**config.mk**
```make
export PLATFORM = sky130hd
export DESIGN_NAME = bcd_field_reg
export DESIGN_NICKNAME = d
export VERILOG_FILES = /design/src/rtl/bcd_pkg.sv /design/src/rtl/bcd_step.sv /design/src/rtl/bcd_field_reg.sv
export SDC_FILE = /design/constraint.sdc
export NUM_CORES = 1
export LEC_CHECK = 0
export BUFFER_PORTS_ARGS = -buffer_cell sky130_fd_sc_hd__buf_4
export CAP_MARGIN = 30
export CORE_ASPECT_RATIO = 1.75
export CORE_MARGIN = 2
export CORE_UTILIZATION = 62
export DETAILED_ROUTE_END_ITERATION = 8
export MAX_ROUTING_LAYER = met4
export PLACE_DENSITY_LB_ADDON = 0.2
export SLEW_MARGIN = 5
export SYNTH_ARGS = -nofsm -noshare
export SYNTH_HDL_FRONTEND = slang
export SYNTH_SLANG_ARGS = --single-unit
```
**constraint.sdc**
```tcl
create_clock -name CLK -period 6.2 [get_ports CLK]
set_clock_uncertainty 0.05 [all_clocks]
set_input_delay 1.24 -clock CLK [delete_from_list [all_inputs] [get_ports CLK]]
set_output_delay 1.24 -clock CLK [all_outputs]
set_load 0.1 [all_outputs]
```
**src/rtl/bcd_pkg.sv**
```systemverilog
// Shared definitions for the RTC front-panel BCD field registers:
// FSM encoding, button direction codes, BCD digit helpers and per-field ranges.
package bcd_pkg;

    typedef enum logic [1:0] {
        ST_IDLE   = 2'd0,
        ST_DELAY  = 2'd1,
        ST_REPEAT = 2'd2
    } fsm_state_t;

    // DIR_HOLD marks "direction unknown since reset": a held button must be released first.
    typedef enum logic [1:0] {
        DIR_NONE = 2'd0,
        DIR_UP   = 2'd1,
        DIR_DN   = 2'd2,
        DIR_HOLD = 2'd3
    } dir_t;

    localparam logic [7:0] SEC_MIN   = 8'h00;
    localparam logic [7:0] SEC_MAX   = 8'h59;
    localparam logic [7:0] MIN_MIN   = 8'h00;
    localparam logic [7:0] MIN_MAX   = 8'h59;
    localparam logic [7:0] HOUR_MIN  = 8'h00;
    localparam logic [7:0] HOUR_MAX  = 8'h23;
    localparam logic [7:0] DAY_MIN   = 8'h01;
    localparam logic [7:0] DAY_MAX   = 8'h31;
    localparam logic [7:0] MONTH_MIN = 8'h01;
    localparam logic [7:0] MONTH_MAX = 8'h12;
    localparam logic [7:0] YEAR_MIN  = 8'h00;
    localparam logic [7:0] YEAR_MAX  = 8'h99;

    function automatic logic bcd_valid(input logic [7:0] v);
        return (v[7:4] <= 4'd9) && (v[3:0] <= 4'd9);
    endfunction

    function automatic logic [7:0] bcd_inc(input logic [7:0] v);
        logic [3:0] hi;
        logic [3:0] lo;
        hi = v[7:4];
        lo = v[3:0];
        if (lo >= 4'd9) begin
            lo = 4'd0;
            hi = (hi >= 4'd9) ? 4'd0 : hi + 4'd1;
        end else begin
            lo = lo + 4'd1;
        end
        return {hi, lo};
    endfunction

    function automatic logic [7:0] bcd_dec(input logic [7:0] v);
        logic [3:0] hi;
        logic [3:0] lo;
        hi = v[7:4];
        lo = v[3:0];
        if (lo == 4'd0) begin
            lo = 4'd9;
            hi = (hi == 4'd0) ? 4'd9 : hi - 4'd1;
        end else begin
            lo = lo - 4'd1;
        end
        return {hi, lo};
    endfunction

endpackage

```
**src/rtl/bcd_step.sv**
```systemverilog
// Combinational one-step BCD up/down counter with wrap inside [min_val, max_val].
module bcd_step
    import bcd_pkg::*;
(
    input  logic [7:0] value,
    input  logic       up,
    input  logic [7:0] min_val,
    input  logic [7:0] max_val,
    output logic [7:0] next_val
);

    always_comb begin
        next_val = value;
        if (up) begin
            next_val = (value == max_val) ? min_val : bcd_inc(value);
        end else begin
            next_val = (value == min_val) ? max_val : bcd_dec(value);
        end
    end

endmodule

```
**src/rtl/bcd_field_reg.sv**
```systemverilog
// Two-digit packed-BCD field register: RTC load path, button stepping with
// press-and-hold auto-repeat, and a sticky edited flag for write-back.
module bcd_field_reg
    import bcd_pkg::*;
#(
    parameter logic [7:0] MIN_VAL       = 8'h00,
    parameter logic [7:0] MAX_VAL       = 8'h59,
    parameter int         HOLD_CYCLES   = 1048575,
    parameter int         REPEAT_CYCLES = 262143,
    parameter int         CNT_W         = 20
) (
    input  logic       CLK,
    input  logic       RST,
    input  logic       UP,
    input  logic       DOWN,
    input  logic       Modificando,
    input  logic       Actualizar,
    input  logic [7:0] DATA_in,
    output logic [7:0] DATA_out,
    output logic       Modificado,
    input  logic       Limpiar,
    output logic       Dato_invalido
);

    localparam logic [CNT_W-1:0] HOLD_LAST = CNT_W'(HOLD_CYCLES - 1);
    localparam logic [CNT_W-1:0] REP_LAST  = CNT_W'(REPEAT_CYCLES - 1);

    fsm_state_t       state;
    logic [CNT_W-1:0] timer;
    dir_t             dir_p0;
    dir_t             dir_p1;
    logic             released;
    logic             new_press;
    logic             load;
    logic             load_ok;
    logic             do_step;
    logic             step_up;
    logic [7:0]       step_val;

    always_comb begin
        dir_p0 = DIR_NONE;
        if (UP && !DOWN) begin
            dir_p0 = DIR_UP;
        end else if (DOWN && !UP) begin
            dir_p0 = DIR_DN;
        end
    end

    // A direction change without release counts as a fresh press.
    assign released  = (dir_p0 == DIR_NONE);
    assign new_press = !released && (dir_p0 != dir_p1) && (dir_p1 != DIR_HOLD);
    assign step_up   = (dir_p0 == DIR_UP);

    assign load    = !Modificando && Actualizar;
    assign load_ok = bcd_valid(DATA_in) && (DATA_in >= MIN_VAL) && (DATA_in <= MAX_VAL);

    always_comb begin
        do_step = 1'b0;
        if (Modificando) begin
            if (new_press) begin
                do_step = 1'b1;
            end else if (!released) begin
                do_step = ((state == ST_DELAY)  && (timer == HOLD_LAST)) ||
                          ((state == ST_REPEAT) && (timer == REP_LAST));
            end
        end
    end

    bcd_step u_step (
        .value    (DATA_out),
        .up       (step_up),
        .min_val  (MIN_VAL),
        .max_val  (MAX_VAL),
        .next_val (step_val)
    );

    // Stage p1: previous button direction, FSM, timer and field value.
    always_ff @(posedge CLK) begin
        if (RST) begin
            DATA_out      <= MIN_VAL;
            Modificado    <= 1'b0;
            Dato_invalido <= 1'b0;
            state         <= ST_IDLE;
            timer         <= '0;
            dir_p1        <= DIR_HOLD;
        end else begin
            dir_p1        <= dir_p0;
            Dato_invalido <= 1'b0;
            if (load) begin
                DATA_out      <= load_ok ? DATA_in : MIN_VAL;
                Dato_invalido <= !load_ok;
                Modificado    <= 1'b0;
                state         <= ST_IDLE;
                timer         <= '0;
            end else if (!Modificando) begin
                state <= ST_IDLE;
                timer <= '0;
                if (Limpiar) begin
                    Modificado <= 1'b0;
                end
            end else if (do_step) begin
                DATA_out   <= step_val;
                Modificado <= 1'b1;
                timer      <= '0;
                state      <= new_press ? ST_DELAY : ST_REPEAT;
            end else begin
                if (Limpiar) begin
                    Modificado <= 1'b0;
                end
                if (released) begin
                    state <= ST_IDLE;
                    timer <= '0;
                end else if (state != ST_IDLE) begin
                    timer <= timer + CNT_W'(1);
                end
            end
        end
    end

endmodule
```
; After elaboration in Yosys (flattened, before gate mapping)
; Index checks and enable logic that the tools add are counted.
[totals]
out_inout_bits = 10
input_bits = 15
ff_bits = 34
[op_classes]
order_cmp = 6
reduce_logical = 31
addsub = 5
n_mux = 24
n_eq_ne = 9
bitwise_logic = 2
[op_table]
columns = operator, n
row1 = 2-to-1 mux 8 bit, 7
row2 = 2-to-1 mux 4 bit, 6
row3 = adder 20 x 1 -> 20 bit (second input constant), 1
row4 = equality test 20 x 18 -> 1 bit (second input constant), 1
row5 = equality test 20 bit (second input constant), 1
row6 = logical AND 1 bit, 10
row7 = 2-to-1 mux 2 bit, 5
row8 = adder 4 x 1 -> 4 bit (second input constant), 2
row9 = equality test 8 x 7 -> 1 bit (second input constant), 1
row10 = greater-or-equal comparator 4 bit (second input constant), 2
row11 = greater-or-equal comparator 8 x 1 -> 1 bit (second input constant), 1
row12 = less-or-equal comparator 4 bit (second input constant), 2
row13 = less-or-equal comparator 8 x 7 -> 1 bit (second input constant), 1
row14 = zero test 4 bit, 2
row15 = zero test 8 bit, 1
row16 = nonzero test 2 bit, 4
row17 = subtractor 4 x 1 -> 4 bit (second input constant), 2
row18 = 2-to-1 mux 1 bit, 6
row19 = zero test 1 bit, 5
row20 = OR reduction 5 bit, 1
row21 = equality test 2 x 1 -> 1 bit (second input constant), 2
row22 = inequality test 4 x 2 -> 1 bit (second input constant), 1
row23 = AND reduction 4 bit, 1
row24 = nonzero test 4 bit, 1
row25 = other kinds (9), 11

; Logic depth before layout (Yosys ltp)
; Gate-level depths: netlist of the first run.
[depth]
ltp_word = 13
ltp_mapped = 10

; Hierarchy
; A second synthesis of the first run with hierarchy kept.
[unflattened]
cells_unflattened = 315
area_unflattened_um2 = 2602.5
[by_module_without_submodules]
columns = module, cells_per_inst, seq_area_each_um2, area_each_um2, instances
row1 = bcd_field_reg, 199, 680.7, 1710.4, 1
row2 = bcd_step, 116, 0.0, 892.1, 1

; Worst setup path before layout of the first run
; No wires, ideal clock.
[synth_timing]
kind = input -> register
startpoint = in UP
endpoint = reg DATA_out[0]
path_slack_ps = 3219
required_ps = 6047
arrival_ps = 2828
path_stages = 9
path_cell_list = inv_1 -> ha_1 -> inv_1 -> nand4_1 -> nor4b_4 -> or2_1 -> buf_6 -> mux2i_1 -> a2111oi_2
[synth_between]
elab_chain_len = 12
elab_cells_between_ends = 20
classes_between = eq/ne (2) / mux (9) / reduce/logical (9)
[synth_rtl]
columns = element, line_no
row1 = "start, declared", bcd_field_reg.sv:14  ; input logic UP,
row2 = zero test 1 bit, bcd_field_reg.sv:44  ; end else if (DOWN && !UP) begin
row3 = logical AND 1 bit, bcd_field_reg.sv:44
row4 = 2-to-1 mux 2 bit, bcd_field_reg.sv:44
row5 = 2-to-1 mux 2 bit *, bcd_field_reg.sv:42  ; if (UP && !DOWN) begin
row6 = zero test 2 bit, bcd_field_reg.sv:50  ; assign released = (dir_p0 == DIR_NONE);
row7 = zero test 1 bit, n/a
row8 = logical AND 1 bit (2 in a row), bcd_field_reg.sv:51  ; assign new_press = !released && (dir_p0 != dir_p1) && (dir_p1 != DIR_HOLD);
row9 = 2-to-1 mux 1 bit, bcd_field_reg.sv:60  ; if (new_press) begin
row10 = 2-to-1 mux 1 bit, bcd_field_reg.sv:59  ; if (Modificando) begin
row11 = nonzero test 2 bit (no source line), n/a
row12 = AND reduction 2 bit (no source line), n/a
row13 = "end signal, assigned", bcd_field_reg.sv:90  ; DATA_out <= load_ok ? DATA_in : MIN_VAL;
row14 = "end signal, assigned", bcd_field_reg.sv:102  ; DATA_out <= step_val;
row15 = "end, declared", bcd_field_reg.sv:19  ; output logic [7:0] DATA_out,
; Mark *: on every way between the ends. The rest lies on a longest branch, timed or not. The select of a mux whose other input is x is not followed.
; A chain may end at the register's enable or synchronous reset.

; Worst setup path in the final report of the first run
[layout_timing]
startpoint = in DOWN
endpoint = reg state[0]
[layout_between]
elab_chain_len = 10
elab_cells_between_ends = 16
classes_between = eq/ne (1) / mux (7) / reduce/logical (8)
[layout_rtl]
columns = element, line_no
row1 = "start, declared", bcd_field_reg.sv:15  ; input logic DOWN,
row2 = zero test 1 bit *, bcd_field_reg.sv:42
row3 = logical AND 1 bit *, bcd_field_reg.sv:42
row4 = 2-to-1 mux 2 bit *, bcd_field_reg.sv:42
row5 = named net dir_p0[0], bcd_field_reg.sv:30  ; dir_t dir_p0;
row6 = zero test 2 bit, bcd_field_reg.sv:50
row7 = zero test 1 bit, n/a
row8 = logical AND 1 bit (2 in a row), bcd_field_reg.sv:51
row9 = 2-to-1 mux 1 bit, bcd_field_reg.sv:60
row10 = 2-to-1 mux 1 bit, bcd_field_reg.sv:59
row11 = 2-to-1 mux 2 bit or nonzero test 2 bit (tied branches), n/a
row12 = "end signal, assigned", bcd_field_reg.sv:105  ; state <= new_press ? ST_DELAY : ST_REPEAT;
row13 = "end, declared", bcd_field_reg.sv:28  ; fsm_state_t state;
; The timed path passes the listed nets; every way through them passes the cells marked *.

==> flow_metrics.py, run 1 <==
metrics = {
    "outcome": {
        "status": "complete, no violations",
    },
    "sta": {
        "final.setup.tns_ps": 0,
        "final_max_slew_viol_count": 0,
        "finalSetupViolCount": 0,
        "final_hold_viol_count": 0,
        "rsz0062_at_grt": "no",
        "fmax_mhz": 317,
        "timing.hold.ws_ps": 461,
        "period_needed_ps": 3150,
        "timing.final.crit_share_pct": 50.8,
        "tightest_slew_ps": 702,
        "relSlewSlack_pct": 53.1,
    },
    "place": {
        "dp.cells": 303,
        "placed_area_um2": 2260,
        "gp_congestion": 0.901,
        "hpwl_um": 3360,
        "port_buffers": 24,
    },
    "worst_setup_path": {
        "critPathLaunchType": "primary input",
        "worstSetupPathType": "primary input to flop",
        "cp.arrival_ps": 3310,
        "cp_max_fo": 21,
        "end_kind": "flop",
        "worst-endpoint-required_ps": 6360,
    },
    "route": {
        "wirelength_um": 4550,
        "via_count": 1881,
        "drtIter0Drc": 67,
        "drc": 0,
        "wire_per_inst_um": 14.6,
        "vias_per_cell": 6.05,
        "drt-pass1-iter-count": 4,
        "antenna_left": 0,
    },
    "power_and_ir_drop": {
        "ir_drop_mv": 0.218,
        "power.density_cell_area_nw_per_um2": 250,
        "p_leak_nw": 0.902,
    },
    "synth": {
        "synthCells": 247,
        "synth_most_common_cell": "dfxtp_1",
        "syn_area_um2": 2080,
        "async_flop_share_pct": 0,
        "yosysTopAreaCell": "dfxtp_1",
        "synthTopCellsByArea": "dfxtp_1 (33%), xor2_1 (6.7%), ha_1 (6.6%)",
        "syn_avg_cell_area_um2": 8.42,
        "synth_top_area_share_pct": 32.7,
        "synth_edf_count": 0,
        "ys_warn_count": 0,
        "ys.flop_type": "dfxtp_1",
        "synth.distinct_cells": 57,
        "synth-seq-cells": 34,
        "yosys-top-cells-count": "dfxtp_1 (34), nor2_1 (31), xor2_1 (16)",
        "syn_nets": 273,
        "synth-seq-area-share_pct": 32.7,
    },
    "grt": {
        "grt_max_degree": 22,
        "antenna_found_initial": 0,
        "grt_util_all_layers_pct": 27.0,
        "grt-ovfl-total": 0,
        "grt_pass1_wl_um": 7400,
        "grt_pass1_vias": 1828,
    },
    "clocking": {
        "cts_tree": "built",
        "cts_sinks": 34,
        "clk_pin_slew_ps": 60,
        "post_cts_buffers": 0,
        "h-tree-depth": 2,
        "clockBufferDepth": 2,
        "cts-root-buf": "clkbuf_8",
        "clkLatencyLatePin_ps": 280,
        "cts_buffers": 5,
        "hold_buffers": 0,
        "ctsResizeCount": 0,
    },
    "layout": {
        "finish.utilization_pct": 74.7,
        "syn2layout_area_growth_pct": 14.1,
        "final_area_um2": 2370,
        "final_cell_count_no_fill": 311,
        "drive_gt1_share_pct": 19.0,
        "multi_input_area_um2": 1300,
        "nFillCells": 277,
        "regArea_um2": 681,
        "antennaDiodeCount": 0,
        "nNetsFinal": 294,
    },
    "job": {
        "drv_cap": 0,
    },
    "die": {
        "die_width_um": 47.8,
        "io_pins": 25,
        "die_h_um": 80.6,
        "dieArea_um2": 3850,
        "start_util_pct": 65.5,
        "rows": 27,
        "coreArea_um2": 3180,
    },
    "hold_path": {
        "hold_class": "flop to flop",
    },
}
## critical path, cell delays in order
cell,delay (ps)
buf_4,110
inv_1,50
ha_1,480
inv_2,90
a21oi_1,190
o22ai_1,150
or2_1,310
or3_4,510
o21ai_0,170
## through the flow
stage	worst slack (ps)	power [mW]
2_1_floorplan	3220	0.357
3_3_place_gp	2850	0.388
3_5_place_dp	2790	0.389
4_1_cts	3060	0.594
5_1_grt	2860	0.614
6_report	3050	0.593
## layer usage
layer | GRT usage, % | up-vias | part of all wire, %
met3 | 4.72 | 13 | 2.2
met1 | 24.7 | 914 | 37
met5 | - | - | 0
li1 | - | 916 | -
met2 | 48.9 | 38 | 58
met4 | 13.5 | 0 | 2.8
## power breakdown
group | internal, mW | leakage (nW) | switching, mW
registers | 0.225 | 0.276 | 0.0126
logic | 0.0529 | 0.569 | 0.0960
clock network | 0.129 | 0.0573 | 0.0779
## state kept, by name (all words and copies together) (netlist names)
signal,cells
state,2
Dato_invalido,1
DATA_out,8
Modificado,1
dir_p1,2
timer,20
## area by class of cell
cell class | count | area share (%)
Multi-Input combinational cell | 190 | 54.6
Clock buffer | 6 | 3.48
Timing Repair Buffer | 25 | 7.80
Inverter | 12 | 1.90
Sequential cell | 34 | 28.7
Tap cell | 43 | 2.27
Clock inverter | 1 | 1.27
## cell usage in the layout, fill, tap and decap left out, types with 2 or more instances in the layout
cell      instances
a21oi_1          15
buf_4            24
a32oi_1           2
nand3_1          10
nor3_1            9
mux2_2            2
xor2_1           16
and2_1            2
inv_1            11
and4_1            2
a211oi_1          3
nand4_1           7
dfxtp_1          34
o22ai_1           2
nand2_1          12
ha_1             11
nor2b_1           6
nor3b_1           3
a311oi_1          2
o21ai_0           6
xnor2_1           6
or2_2             5
a31oi_1           6
nor2_1           31
nand2b_1          3
clkbuf_8          6
## cell families after synthesis
kind of cell    after synthesis  synth area share [%]
mux                           3                  1.56
buf+inv                      23                  4.99
xor+xnor                     22                  9.26
simple gates                105                  28.6
flops                        34                  32.7
compound gates               49                  16.2
fa+ha+maj                    11                  6.61
## path summary, 6_finish.rpt
| check | from | endpoint | slack (ps) | cells past startpoint |
|---|---|---|---|---|
| hold reg to reg | state[0] | state[0] | 460 | 2 |
| setup reg to reg | DATA_out[5] | DATA_out[7] | 3760 | 7 |
| setup / recovery | DOWN | state[0] | 3050 | 9 |
| hold / removal | state[0] | state[0] | 460 | 2 |
(Power assumes the default switching activity.)
==> run 2, diff against run 1 <==
- CORE_UTILIZATION: 62 -> 58
- clock period: 6.2 -> 3.15 ns (I/O delays scaled with it)
==> flow_metrics.py, run 2 (same netlist as run 1, synthesis figures left out) <==
metrics = {
    "place": {
        "port_buffers": 24,
        "hpwl_um": 3460,
        "dp.cells": 307,
        "gp_congestion": 0.898,
        "placed_area_um2": 2270,
    },
    "route": {
        "wirelength_um": 4640,
        "via_count": 1850,
        "drc": 0,
        "antenna_left": 0,
        "drtIter0Drc": 55,
        "vias_per_cell": 5.87,
        "drt-pass1-iter-count": 4,
        "wire_per_inst_um": 14.7,
    },
    "grt": {
        "antenna_found_initial": 0,
        "grt_pass1_wl_um": 8000,
        "grt-ovfl-total": 0,
        "grt_util_all_layers_pct": 25.1,
        "grt_pass1_vias": 1807,
        "grt_max_degree": 22,
    },
    "power_and_ir_drop": {
        "p_total_mw": 1.25,
        "p_leak_nw": 0.919,
        "switching_share_pct": 30.9,
        "power.internal_mw": 0.866,
        "ir_drop_mv": 0.359,
        "switchingPower_mw": 0.387,
        "p_seq_share_pct": 37.4,
        "comb_power_share_pct": 23.4,
        "clockPowerShare_pct": 39.2,
        "power.density_cell_area_nw_per_um2": 520,
    },
    "worst_setup_path": {
        "critPathLaunchType": "primary input",
        "cp.arrival_ps": 2600,
        "end_kind": "flop",
        "worstSetupPathType": "primary input to flop",
        "slowest_stage": "or3_4",
        "slowest_delay_ps": 510,
        "cp_cell_sequence": "buf_4 > ha_1 > buf_4 > a21oi_1 > o22ai_1 > or2_1 > or3_4 > o21ai_0",
        "worst-endpoint-required_ps": 3310,
        "crit_top_cell": "buf_4",
        "cp_max_fo": 21,
    },
    "sta": {
        "rsz0062_at_grt": "no",
        "relSlewSlack_pct": 52.3,
        "final_hold_viol_count": 0,
        "final_max_slew_viol_count": 0,
        "fmax_mhz": 411,
        "final.setup.tns_ps": 0,
        "finalSetupViolCount": 0,
        "timing.hold.ws_ps": 460,
        "timing.final.crit_share_pct": 77.3,
        "tightest_slew_ps": 713,
        "period_needed_ps": 2430,
    },
    "clocking": {
        "cts_buffers": 5,
        "post_cts_buffers": 0,
        "clk_pin_slew_ps": 70,
        "clockBufferDepth": 2,
        "clkLatencyLatePin_ps": 290,
        "cts_sinks": 34,
        "h-tree-depth": 2,
        "hold_buffers": 0,
        "cts-root-buf": "clkbuf_8",
        "cts_tree": "built",
        "ctsResizeCount": 0,
    },
    "layout": {
        "syn2layout_area_growth_pct": 15.9,
        "layout_common_cells": "dfxtp_1 (34), nor2_1 (31), buf_4 (26)",
        "top_regs": "timer (20), DATA_out (8)",
        "multi_input_area_um2": 1300,
        "layout_commonest_cell": "dfxtp_1",
        "final_cell_count_no_fill": 315,
        "nNetsFinal": 295,
        "antennaDiodeCount": 0,
        "final_area_um2": 2410,
        "nFillCells": 287,
        "largest-register": "timer",
        "drive_gt1_share_pct": 19.6,
        "regArea_um2": 681,
        "largest_reg_flops": 20,
    },
    "outcome": {
        "status": "complete, no violations",
    },
    "die": {
        "die_width_um": 49.3,
        "io_pins": 25,
        "die_h_um": 83.2,
        "rows": 28,
        "dieArea_um2": 4100,
        "coreArea_um2": 3400,
        "start_util_pct": 61.2,
    },
    "hold_path": {
        "hold_class": "flop to flop",
    },
    "job": {
        "drv_cap": 0,
    },
}
## run 2: critical path: cells and delay by family
| kind | cells | cell delay [ps] |
|---|---|---|
| compound gates | 3 | 480 |
| fa+ha+maj | 1 | 320 |
| buf+inv | 2 | 330 |
| simple gates | 2 | 830 |
## run 2: area by class of cell
class                      count  share of cell area (%)
multi-input combinational    190                    53.8
sequential                    34                    28.2
timing repair buffer          26                    8.10
clock buffer                   5                    2.85
clock inverter                 3                    2.85
tap                           45                    2.34
inverter                      12                    1.87
## run 2: path summary, 6_finish.rpt
check	start	end	cells past startpoint	slack [ps]
max	UP	state[0]	8	720
min	state[0]	state[0]	2	460
max reg2reg	DATA_out[5]	DATA_out[6]	7	750
min reg2reg	state[0]	state[0]	2	460
## run 2: per-layer routing
| layer | GRT usage (%) | wire length, um | vias up |
|---|---|---|---|
| met2 | 46.6 | 2620 | 47 |
| met5 | - | 0 | - |
| met4 | 10.6 | 116 | 0 |
| met1 | 24.6 | 1760 | 868 |
| met3 | 4.68 | 140 | 11 |
| li1 | - | - | 924 |
## run 2: power by group through the flow
stage | Combinational, mW | Clock [mW] | Sequential, mW
after floorplan | 0.157 | 0 | 0.546
after global placement | 0.289 | 0 | 0.478
after detailed placement | 0.290 | 0 | 0.478
after CTS | 0.293 | 0.494 | 0.468
after global routing | 0.317 | 0.511 | 0.472
final | 0.293 | 0.491 | 0.468
## run 2: stage by stage
stage | setup WS (ps) | utilization [%]
floorplan | 299 | -
global placement | 499 | 66.9
detailed placement | 442 | 66.9
CTS | 734 | 70.9
global route | 521 | 70.9
finish | 715 | 70.9
